[src/rtl/mux4_scan_ctrl.sv]
// Scan sequencer for a shared 4-to-1 mux: walks sel over channels 0..3 with a
// fixed dwell per channel and packs the four samples into a valid/ready frame.
module mux4_scan_ctrl #(
  parameter int DWELL = 4,
  parameter int CW    = 8
) (
  input  logic       clk,
  input  logic       rst_n,
  input  logic       start,
  input  logic       stop,
  input  logic       cont,
  input  logic       mux_y,
  output logic [1:0] sel,
  output logic [3:0] frame,
  output logic       frame_valid,
  input  logic       frame_ready,
  output logic       busy,
  output logic       overrun,
  input  logic       overrun_clr
);

  generate
    if (DWELL < 1 || DWELL > 255 || (64'd1 << CW) <= 64'(DWELL)) begin : g_bad_param
      $error("mux4_scan_ctrl: DWELL out of range or CW too narrow");
    end
  endgenerate

  localparam logic [CW-1:0] LAST = CW'(DWELL - 1);

  typedef enum logic {IDLE, SCAN} state_t;

  state_t        state;
  logic [CW-1:0] cnt;
  logic [2:0]    shadow;   // channels 0..2; channel 3 goes straight into the frame

  // Slot can take a new frame if empty or being drained at this same edge.
  logic slot_free;
  assign slot_free = !frame_valid || frame_ready;

  always_ff @(posedge clk or negedge rst_n) begin
    if (!rst_n) begin
      state       <= IDLE;
      sel         <= 2'd0;
      cnt         <= '0;
      shadow      <= 3'd0;
      frame       <= 4'd0;
      frame_valid <= 1'b0;
      busy        <= 1'b0;
      overrun     <= 1'b0;
    end else begin
      if (frame_valid && frame_ready) frame_valid <= 1'b0;
      if (overrun_clr)                overrun     <= 1'b0;

      case (state)
        IDLE: begin
          sel  <= 2'd0;
          busy <= 1'b0;
          if (start && !stop) begin
            state <= SCAN;
            cnt   <= '0;
            busy  <= 1'b1;
          end
        end

        SCAN: begin
          if (stop) begin
            state  <= IDLE;
            sel    <= 2'd0;
            cnt    <= '0;
            shadow <= 3'd0;
            busy   <= 1'b0;
          end else if (cnt != LAST) begin
            cnt <= cnt + 1'b1;
          end else begin
            cnt <= '0;
            sel <= sel + 2'd1;
            case (sel)
              2'd0: shadow[0] <= mux_y;
              2'd1: shadow[1] <= mux_y;
              2'd2: shadow[2] <= mux_y;
              default: begin
                // Frame completion: later assignments override the drain/clear above.
                if (slot_free) begin
                  frame       <= {mux_y, shadow};
                  frame_valid <= 1'b1;
                end else begin
                  overrun <= 1'b1;
                end
                if (!cont) begin
                  state <= IDLE;
                  busy  <= 1'b0;
                end
              end
            endcase
          end
        end

        default: state <= IDLE;
      endcase
    end
  end

endmodule

[config.mk]
export PLATFORM = sky130hd
export DESIGN_NAME = mux4_scan_ctrl
export DESIGN_NICKNAME = d
export VERILOG_FILES = /design/src/rtl/mux4_scan_ctrl.sv
export SDC_FILE = /design/constraint.sdc
export NUM_CORES = 1
export LEC_CHECK = 0
export ABC_AREA = 1
export BUFFER_PORTS_ARGS = -buffer_cell sky130_fd_sc_hd__buf_4
export CORE_UTILIZATION = 39
export DETAILED_ROUTE_END_ITERATION = 7
export GPL_ROUTABILITY_DRIVEN = 0
export PLACE_DENSITY_LB_ADDON = 0.25
export SLEW_MARGIN = 20
export SYNTH_ARGS = -nofsm -noshare
export SYNTH_HDL_FRONTEND = slang
export SYNTH_SLANG_ARGS = --single-unit
[constraint.sdc]
create_clock -name clk -period 1.1 [get_ports clk]
set_input_delay 0.275 -clock clk [delete_from_list [all_inputs] [get_ports clk]]
set_output_delay 0.275 -clock clk [all_outputs]
set_load 0.005 [all_outputs]
=== Word level (Yosys, flattened, before mapping) ===
Cells that the tools add are included.

* Bits in registers: 21
* Bits in latches: 0
* Memory bits (writable): 0
* Bits in read-only memories: 0
* Output and inout bits: 9
* Memories: 0

* $add $sub $neg: 2
* $mul: 0
* Div/mod/pow operators: 0
* Order comparisons: 0
* Eq/ne operators: 8
* Shifts and indexed selects: 0
* Muxes and demuxes: 35
* Bitwise gates (word level): 4
* Reductions and logical operators: 15

{| class="wikitable"
|+ Operators by type and width
! operator !! number
|-
| $mux 1 || 24
|-
| $mux 8 || 3
|-
| $pmux 8 s2 || 1
|-
| $reduce_and 3->1 || 4
|-
| $ne 3x3->1 const B || 3
|-
| $add 8x1->8 const B || 1
|-
| $ne 8x2->1 const B || 1
|-
| $mux 3 || 2
|-
| $reduce_bool 2->1 || 3
|-
| $reduce_and 5->1 || 1
|-
| $mux 2 || 2
|-
| $ne 2x2->1 const B || 2
|-
| $not 1->1 || 4
|-
| $pmux 1 s2 || 2
|-
| $pmux 2 s2 || 1
|-
| $reduce_or 3->1 || 1
|-
| $add 2x1->2 const B || 1
|-
| $eq 2x1->1 const B || 1
|-
| $eq 2x2->1 const B || 1
|-
| $logic_and 1x1->1 || 2
|-
| $logic_not 1->1 || 2
|-
| $logic_not 2->1 || 1
|-
| $logic_or 1x1->1 || 1
|}

=== Logic depth before layout (Yosys ltp) ===
Gate-level depths: netlist of run 1.

* Depth in word-level cells: 7
* Gate-level depth with buffers: 9
* Mapped depth without buffers: 8

=== Least setup slack after synthesis of run 1 ===
No wires, ideal clock.

* Kind: register -> register
* Start: register cnt[1]
* End: register frame[3]
* Setup time: 117 ps
* Arrival time: 1076 ps
* Required time: 983 ps
* Path slack: -94 ps
* Cell stages (with the launch flop): 7
* Period minus slack after synthesis: 1194 ps
* Cell sequence: dfrtp_1 ha_1 nand2_2 nor2_8 nand3_4 nand2_1 o21ai_2

* Longest elaborated chain between the ends: 3

{| class="wikitable"
|+ RTL lines
! element !! RTL line !! source
|-
| from (decl) || 33 || <nowiki>logic [CW-1:0] cnt;</nowiki>
|-
| from (signal assigned) || 73 || <nowiki>cnt <= cnt + 1'b1;</nowiki>
|-
| $ne 8x2->1 || 72 || <nowiki>end else if (cnt != LAST) begin</nowiki>
|-
| $not 1->1 (no line) || n/a ||
|-
| $reduce_and 5->1 (no line) || n/a ||
|-
| to (signal assigned) || 84 || <nowiki>frame <= {mux_y, shadow};</nowiki>
|-
| to (decl) || 14 || <nowiki>output logic [3:0] frame,</nowiki>
|}

Every way passes these cells.
A chain may end at the register's enable or synchronous reset.

=== Worst setup path in the final report of run 1 ===
* Start: register sel[0]
* End: output port sel[0]

{| class="wikitable"
|+ RTL lines
! element !! RTL line !! source
|-
| from (decl) || 13 || <nowiki>output logic [1:0] sel,</nowiki>
|-
| from (signal assigned) || 76 || <nowiki>sel <= sel + 2'd1;</nowiki>
|}

No word-level cell between the ends.

==> run_results.csv, run 1 <==
group,metric,value,unit
status,status,"complete, but fails checks",
status,violations,"negative setup slack",
timing,worstMarginPinSlew,0.280,ns
layout,utilization,64.9,%
clocking,cts.sinks,21,
critical_path,critPathLaunchType,"register",
route,wl_per_cell,12.5,µm
clocking,clock_path_buffers,2,
global_route,grt_pass1_vias,1116,
power,ir_drop,647,µV
critical_path,r2r_slack,-0.13,ns
yosys,post_synth.cell_area_avg,8.09,µm²
timing,timing.fmax,791,MHz
yosys,syn_nets,159,
layout,area_growth,54.2,%
yosys,syn_inst,146,
global_route,grt_pass1_wl,5000,µm
timing,rsz0062_at_grt,"yes",
critical_path,rr_worst_depth,7,
global_route,grt_max_degree,22,
clocking,clock_latency,0.30,ns
yosys,synth-xor-area-share,2.22,%
yosys,synth-simple-area-share,35.3,%
power,power,0.00153,W
clocking,clkTransAtPathRegs,0.12,ns
floorplan,die_x,57.0,µm
critical_path,timing.rr.start,"cnt[4]$_DFFE_PN0P_",
worst_hold_path,whs_path_depth,2,
timing,relSlewSlack,81.3,%
layout,fin_nets,213,
floorplan,num_rows,19,
global_route,grt_overflow,0,
timing,clock-skew-final,0.0121,ns
placement,dp_hpwl,2040,µm
yosys,synth_top_family_by_area,"simple AND/OR/NAND/NOR gates",
yosys,yosysSeqAreaShare,44.5,%
yosys,synth_fa_ha_area_share,5.30,%
timing,fin_ws,-0.165,ns
clocking,cts-root-buf,"clkbuf_4",
route,drc,0,
clocking,cts_tree,"done",
placement,placed_cells,211,
floorplan,pin_count,17,
timing,final_hold_viol_count,0,
placement,port_buffers,16,
yosys,synth_cell_types,22,
layout,final_cells,230,
worst_hold_path,hp-start,"overrun_clr",
yosys,synth_seq_cells,21,
clocking,h-tree-depth,1,
critical_path,end_kind,"primary output",
critical_path,r2r_end,"sel[0]$_DFFE_PN0P_",
placement,place_area,1500,µm²
floorplan,start_util,42.1,%
floorplan,dieArea,3250,µm²
run,cap_viol_max_count,0,
floorplan,die_h,57.0,µm
route,vias_per_cell,4.82,
clocking,cts_buffers,3,
layout,n_antenna_cell,0,
yosys,yosysWarnings,0,
timing,slew_viol_final,0,
critical_path,critical_path_required,0.82,ns
route,firstDrtPassIters,4,
power,p_leak,0.942,nW
power,p_per_area,839,nW/µm²
critical_path,worstSetupPathType,"reg2out",
floorplan,core-area,2810,µm²
timing,post-route-period-util,115,%
timing,setup_viol,26,
route,drt-total-wl,2870,µm
timing,fin_crit,1.26,ns
layout,postLayoutCellArea,1820,µm²
route,dr_total_vias,1109,
critical_path,worstPathMaxFanout,4,
global_route,antenna_found_initial,0,
worst_hold_path,min_to,"overrun$_DFF_PN0_",
layout,drive_gt1_share,49.7,%
yosys,muxShareOfSynthArea,0,%
yosys,synth-compound-area-share,4.13,%
route,antenna_left,0,
route,drt-initial-drc-count,19,
critical_path,critPathArrivalTime,0.99,ns
yosys,syn_area,1180,µm²
worst_hold_path,hold_class,"in2reg",
global_route,gr-usage-all-layers,20.0,%
## per-stage QoR
step | setup TNS, ns | setup WS (ns) | hold WS (ns)
finish | -2.20 | -0.165 | 0.144
global route | -4.31 | -0.231 | 0.122
CTS | -2.42 | -0.184 | 0.127
detailed placement | -1.97 | -0.156 | 0.181
global placement | -1.38 | -0.124 | 0.179
floorplan | -0.401 | -0.0582 | -0.0206
## worst max-delay path: stages, from the launching register on
cell     delay [ns]
dfrtp_2        0.46
buf_6          0.13
buf_6          0.10
## placed cells by master (no fill, tap or decap)
cell type | synthesis | routed
inv_4 | 0 | 1
nor2_8 | 1 | 1
ha_2 | 0 | 2
nor2_1 | 10 | 3
dfrtp_1 | 21 | 20
nand3_1 | 9 | 2
o21ai_1 | 3 | 5
inv_1 | 21 | 17
buf_4 | 1 | 34
or2_4 | 0 | 3
ha_1 | 5 | 2
nor2_2 | 3 | 6
nand3_4 | 1 | 2
dfrtp_2 | 0 | 1
xor2_1 | 3 | 2
nand2_1 | 45 | 38
buf_6 | 1 | 16
nand2_4 | 0 | 3
inv_2 | 1 | 4
nand2_2 | 3 | 7
clkbuf_1 | 0 | 1
nor2_4 | 1 | 5
dlygate4sd3_1 | 0 | 1
o21ai_2 | 2 | 2
o22ai_1 | 1 | 1
clkbuf_4 | 0 | 3
xor2_2 | 0 | 1
nand4_1 | 8 | 8
ha_4 | 0 | 1
nand3_2 | 1 | 7
## synthesized netlist by cell type
| library cell | number | area share [%] |
|---|---|---|
| nand2_1 | 45 | 14 |
| dfrtp_1 | 21 | 44 |
| inv_1 | 21 | 6.7 |
| nor2_1 | 10 | 3.2 |
| nand3_1 | 9 | 3.8 |
| nand4_1 | 8 | 4.2 |
| ha_1 | 5 | 5.3 |
| nand2_2 | 3 | 1.6 |
| nor2_2 | 3 | 1.6 |
| o21ai_1 | 3 | 1.3 |
| or2_2 | 3 | 1.6 |
| xor2_1 | 3 | 2.2 |
| o21ai_0 | 2 | 0.85 |
| o21ai_2 | 2 | 1.5 |
| buf_4 | 1 | 0.64 |
| buf_6 | 1 | 0.95 |
| inv_2 | 1 | 0.32 |
| nand3_2 | 1 | 0.85 |
| nand3_4 | 1 | 1.5 |
| nor2_4 | 1 | 0.95 |
| nor2_8 | 1 | 1.7 |
| o22ai_1 | 1 | 0.53 |
## sequential cells by signal (all words and copies together), names as in the netlist
| register | flops |
|---|---|
| cnt | 8 |
| sel | 2 |
| frame | 4 |
| busy | 1 |
| state | 1 |
| shadow | 3 |
| overrun | 1 |
| frame_valid | 1 |
## per-layer routing
metal / track usage (%) / routed length, µm
met2: 35.5 / 1560
met4: 5.23 / 25
met5: 0 / 0
met1: 25.1 / 1200
met3: 3.63 / 83
## power breakdown
part	leakage (nW)	switching [W]	internal, W
clock network	0.0150	0.000218	0.000141
logic	0.641	0.000172	0.000148
registers	0.286	0.0000348	0.000815
## area by class of cell
type | instances | area [µm²]
timing repair buffer | 51 | 445
multi-input combinational | 101 | 699
inverter | 22 | 85.1
fill | 237 | 983
tap | 31 | 38.8
sequential | 21 | 527
clock buffer | 4 | 26.3
## cells by family after synthesis
kind of cell	Yosys count
buffers and inverters	24
XOR/XNOR	3
flip-flops	21
adder cells (fa/ha/maj)	5
AO/OA/AOI/OAI	8
AND/OR/NAND/NOR	85
## worst max path at each step
stage | startpoint | endpoint | slack (ns)
floorplan | cnt[5]$_DFFE_PN0P_ | cnt[2]$_DFFE_PN0P_ | -0.06
global placement | cnt[5]$_DFFE_PN0P_ | frame[1]$_DFFE_PN0P_ | -0.12
detailed placement | cnt[5]$_DFFE_PN0P_ | frame[1]$_DFFE_PN0P_ | -0.16
CTS | sel[0]$_DFFE_PN0P_ | sel[0] | -0.18
global route | cnt[4]$_DFFE_PN0P_ | frame[1]$_DFFE_PN0P_ | -0.23
finish | sel[0]$_DFFE_PN0P_ | sel[0] | -0.16
## what timing repair did
action | 4_1_cts | 5_1_grt
endpoints found under the hold margin | 21 | 0
buffers inserted | 5 | 10
hold buffers | 1 | 0
pin swaps | 19 | 27
resized for setup | 31 | 22
setup endpoints to repair | 28 | 30
No activity file was read; power rests on OpenSTA's default activity.
==> inputs of run 2 (changes only) <==
ABC_AREA = default   (was 1)
==> run 2 against run 1 <==
The run still ends with negative setup slack left. Cell area shrank 6.7%. Final cell count down 21%. Worst hold slack got worse by 0.00090 ns. Die area shrank 9.9%. Combinational power rose by 8.4%. Critical endpoint is now frame[0]$_DFFE_PN0P_. Register-to-register slack worse by 0.38 ns. Wire length decreased by 9.1%. Sequential share of layout area increased by 2.0 points. Total power up 3.7%.
==> run_results.csv, run 2 <==
group,metric,value,unit
status,status,"complete, but fails checks",
status,violations,"negative setup slack",
power,p_leak,0.813,nW
critical_path,critPathLaunchType,"register",
yosys,synthFlopType,"dfrtp_1",
clocking,cts_buffers,3,
critical_path,crit_path_start,"cnt[1]$_DFFE_PN0P_",
power,ir_drop,1040,µV
layout,multi_input_area,656,µm²
placement,dp_hpwl,1710,µm
critical_path,cp-endpoint,"frame[0]$_DFFE_PN0P_",
clocking,cts-root-buf,"clkbuf_4",
layout,n_antenna_cell,0,
yosys,yosysMostFrequentCell,"dfrtp_1",
timing,fin_tns_setup,-7.47,ns
critical_path,r2r_slack,-0.51,ns
critical_path,path_cells,"ha_4 -> nor4b_4 -> nand4_2 -> nor2b_4 -> mux2_2",
yosys,post_synth.cell_area_avg,10.7,µm²
global_route,gr-usage-all-layers,21.0,%
timing,final_hold_viol_count,0,
critical_path,rr_worst_depth,5,
critical_path,crit_cells,5,
yosys,synth_edf_count,0,
timing,setup_viol,23,
global_route,grt_overflow,0,
critical_path,timing.rr.start,"cnt[1]$_DFFE_PN0P_",
timing,fin_ws,-0.508,ns
yosys,syn_nets,112,
placement,pre_cts_ws,-0.486,ns
route,vias_per_cell,5.22,
clocking,clock_path_buffers,2,
yosys,synth_seq_cells,21,
layout,utilization,67.4,%
floorplan,num_rows,18,
global_route,grt_pass1_wl,4340,µm
layout,n_fill_cell,182,
floorplan,pin_count,17,
layout,top_register,"cnt",
power,p_per_area,933,nW/µm²
clocking,cts.sinks,21,
timing,post-route-period-util,146,%
critical_path,worstPathMaxFanout,4,
floorplan,die_x,54.1,µm
critical_path,cpMaxStageDelayCell,"dfrtp_1",
worst_hold_path,hold_class,"in2reg",
critical_path,worstSetupPathType,"reg2reg",
yosys,synthTopCellsByCount,"dfrtp_1, nand2_1",
placement,port_buffers,16,
run,cap_viol_max_count,0,
yosys,syn_inst,99,
floorplan,dieArea,2930,µm²
layout,layout_common_cells,"buf_4, dfrtp_1, buf_6",
critical_path,critical_path_required,1.29,ns
route,drt-total-wl,2610,µm
critical_path,critPathArrivalTime,1.80,ns
layout,fin_nets,165,
layout,drive_gt1_share,54.3,%
floorplan,die_h,54.1,µm
critical_path,r2r_end,"frame[0]$_DFFE_PN0P_",
layout,largest_register_ffs,8,
yosys,syn_area,1060,µm²
route,antenna_left,0,
timing,worstMarginPinSlew,0.298,ns
global_route,grt_max_degree,22,
timing,timing.fmax,622,MHz
critical_path,cpPeakStageDelay,0.42,ns
yosys,yosysWarnings,0,
route,wl_per_cell,14.4,µm
clocking,h-tree-depth,1,
layout,final_common_cell,"buf_4",
route,dr_total_vias,945,
timing,fin_crit,1.61,ns
critical_path,end_kind,"register",
clocking,cts_tree,"done",
yosys,synthArstFlopShare,100,%
yosys,yosysSeqAreaShare,49.6,%
yosys,synth_cell_types,30,
clocking,clkTransAtPathRegs,0.12,ns
clocking,clock_latency,0.29,ns
layout,regArea,526,µm²
layout,area_growth,60.3,%
timing,slew_viol_final,0,
yosys,synth_top_area_cell,"dfrtp_1",
layout,reg_top3,"cnt x8, frame x4, shadow x3",
route,drc,0,
timing,relSlewSlack,80.0,%
floorplan,core-area,2520,µm²
global_route,grt_pass1_vias,927,
floorplan,start_util,42.0,%
route,firstDrtPassIters,4,
route,drt-initial-drc-count,14,
yosys,synth_top_area_share,49.6,%
timing,rsz0062_at_grt,"yes",
yosys,synthTopCellsByArea,"dfrtp_1, ha_1, mux2_2, nand2_1, o22ai_1",
power,power,0.00159,W
timing,clock-skew-final,0.00298,ns
global_route,antenna_found_initial,0,
critical_path,crit_family,"simple AND/OR/NAND/NOR gates",
critical_path,critPathBufInv,0,
## run 2: cell count changes in the layout (fill, tap and decap cells not counted), sizes merged, moves of 5 or more
cell,change
nor2,-11
nand2,-38
o22ai,+5
inv,-16
nand3,-5
nand4,-7
## run 2: stage by stage
step / hold slack (ns) / cell area [µm²] / std cells
finish: 0.143 / 1700 / 181
detailed placement: 0.181 / 1420 / 170
CTS: 0.140 / 1650 / 179
global placement: 0.175 / 1420 / 170
floorplan: -0.0206 / 1070 / 99
global route: 0.132 / 1700 / 181
## run 2: what timing repair did
action	in CTS	in global routing
buffers inserted	5	3
resized for setup	40	7
hold buffers	1	0
hold endpoints to repair	21	0
setup endpoints to repair	30	30
pin swaps	13	4
## run 2: worst min path at each step
| stage | endpoint | depth (start not counted) | startpoint |
|---|---|---|---|
| after global routing | overrun$_DFF_PN0_ | 2 | overrun_clr |
| final | overrun$_DFF_PN0_ | 2 | overrun_clr |
| after global placement | cnt[6]$_DFFE_PN0P_ | 1 | rst_n |
| after floorplan | busy$_DFFE_PN0P_ | 0 | rst_n |
| after CTS | overrun$_DFF_PN0_ | 2 | overrun_clr |
| after detailed placement | cnt[6]$_DFFE_PN0P_ | 1 | rst_n |
## run 2: area by class of cell
class                      instances  share of cell area [%]
inverter                           6                    1.33
timing repair buffer              49                    25.3
sequential                        21                    30.9
tap                               30                    2.21
multi-input combinational         71                    38.6
clock inverter                     1                   0.295
clock buffer                       3                    1.33
## run 2: report_power, final
part | switching [W] | total (W) | internal [W] | leakage, nW
logic | 0.000167 | 0.000347 | 0.000180 | 0.514
registers | 0.0000435 | 0.000870 | 0.000827 | 0.282
clock network | 0.000234 | 0.000369 | 0.000135 | 0.0177
## run 2: cells by family (layout without fill, tap and decap cells)
logic type / Yosys count / after routing / synth area share, %
AND/OR/NAND/NOR: 36 / 36 / 21.3
XOR/XNOR: 2 / 2 / 1.65
AO/OA/AOI/OAI: 21 / 21 / 11.9
adder cells (fa/ha/maj): 5 / 5 / 5.90
multiplexers: 7 / 7 / 7.08
buffers and inverters: 7 / 59 / 2.60
flip-flops: 21 / 21 / 49.6
## run 2: layer usage
layer	GRT usage (%)	part of all wire, %
met2	34.1	52
met3	1.98	3.0
met5	0	0
met4	4.70	1.1
met1	29.8	44
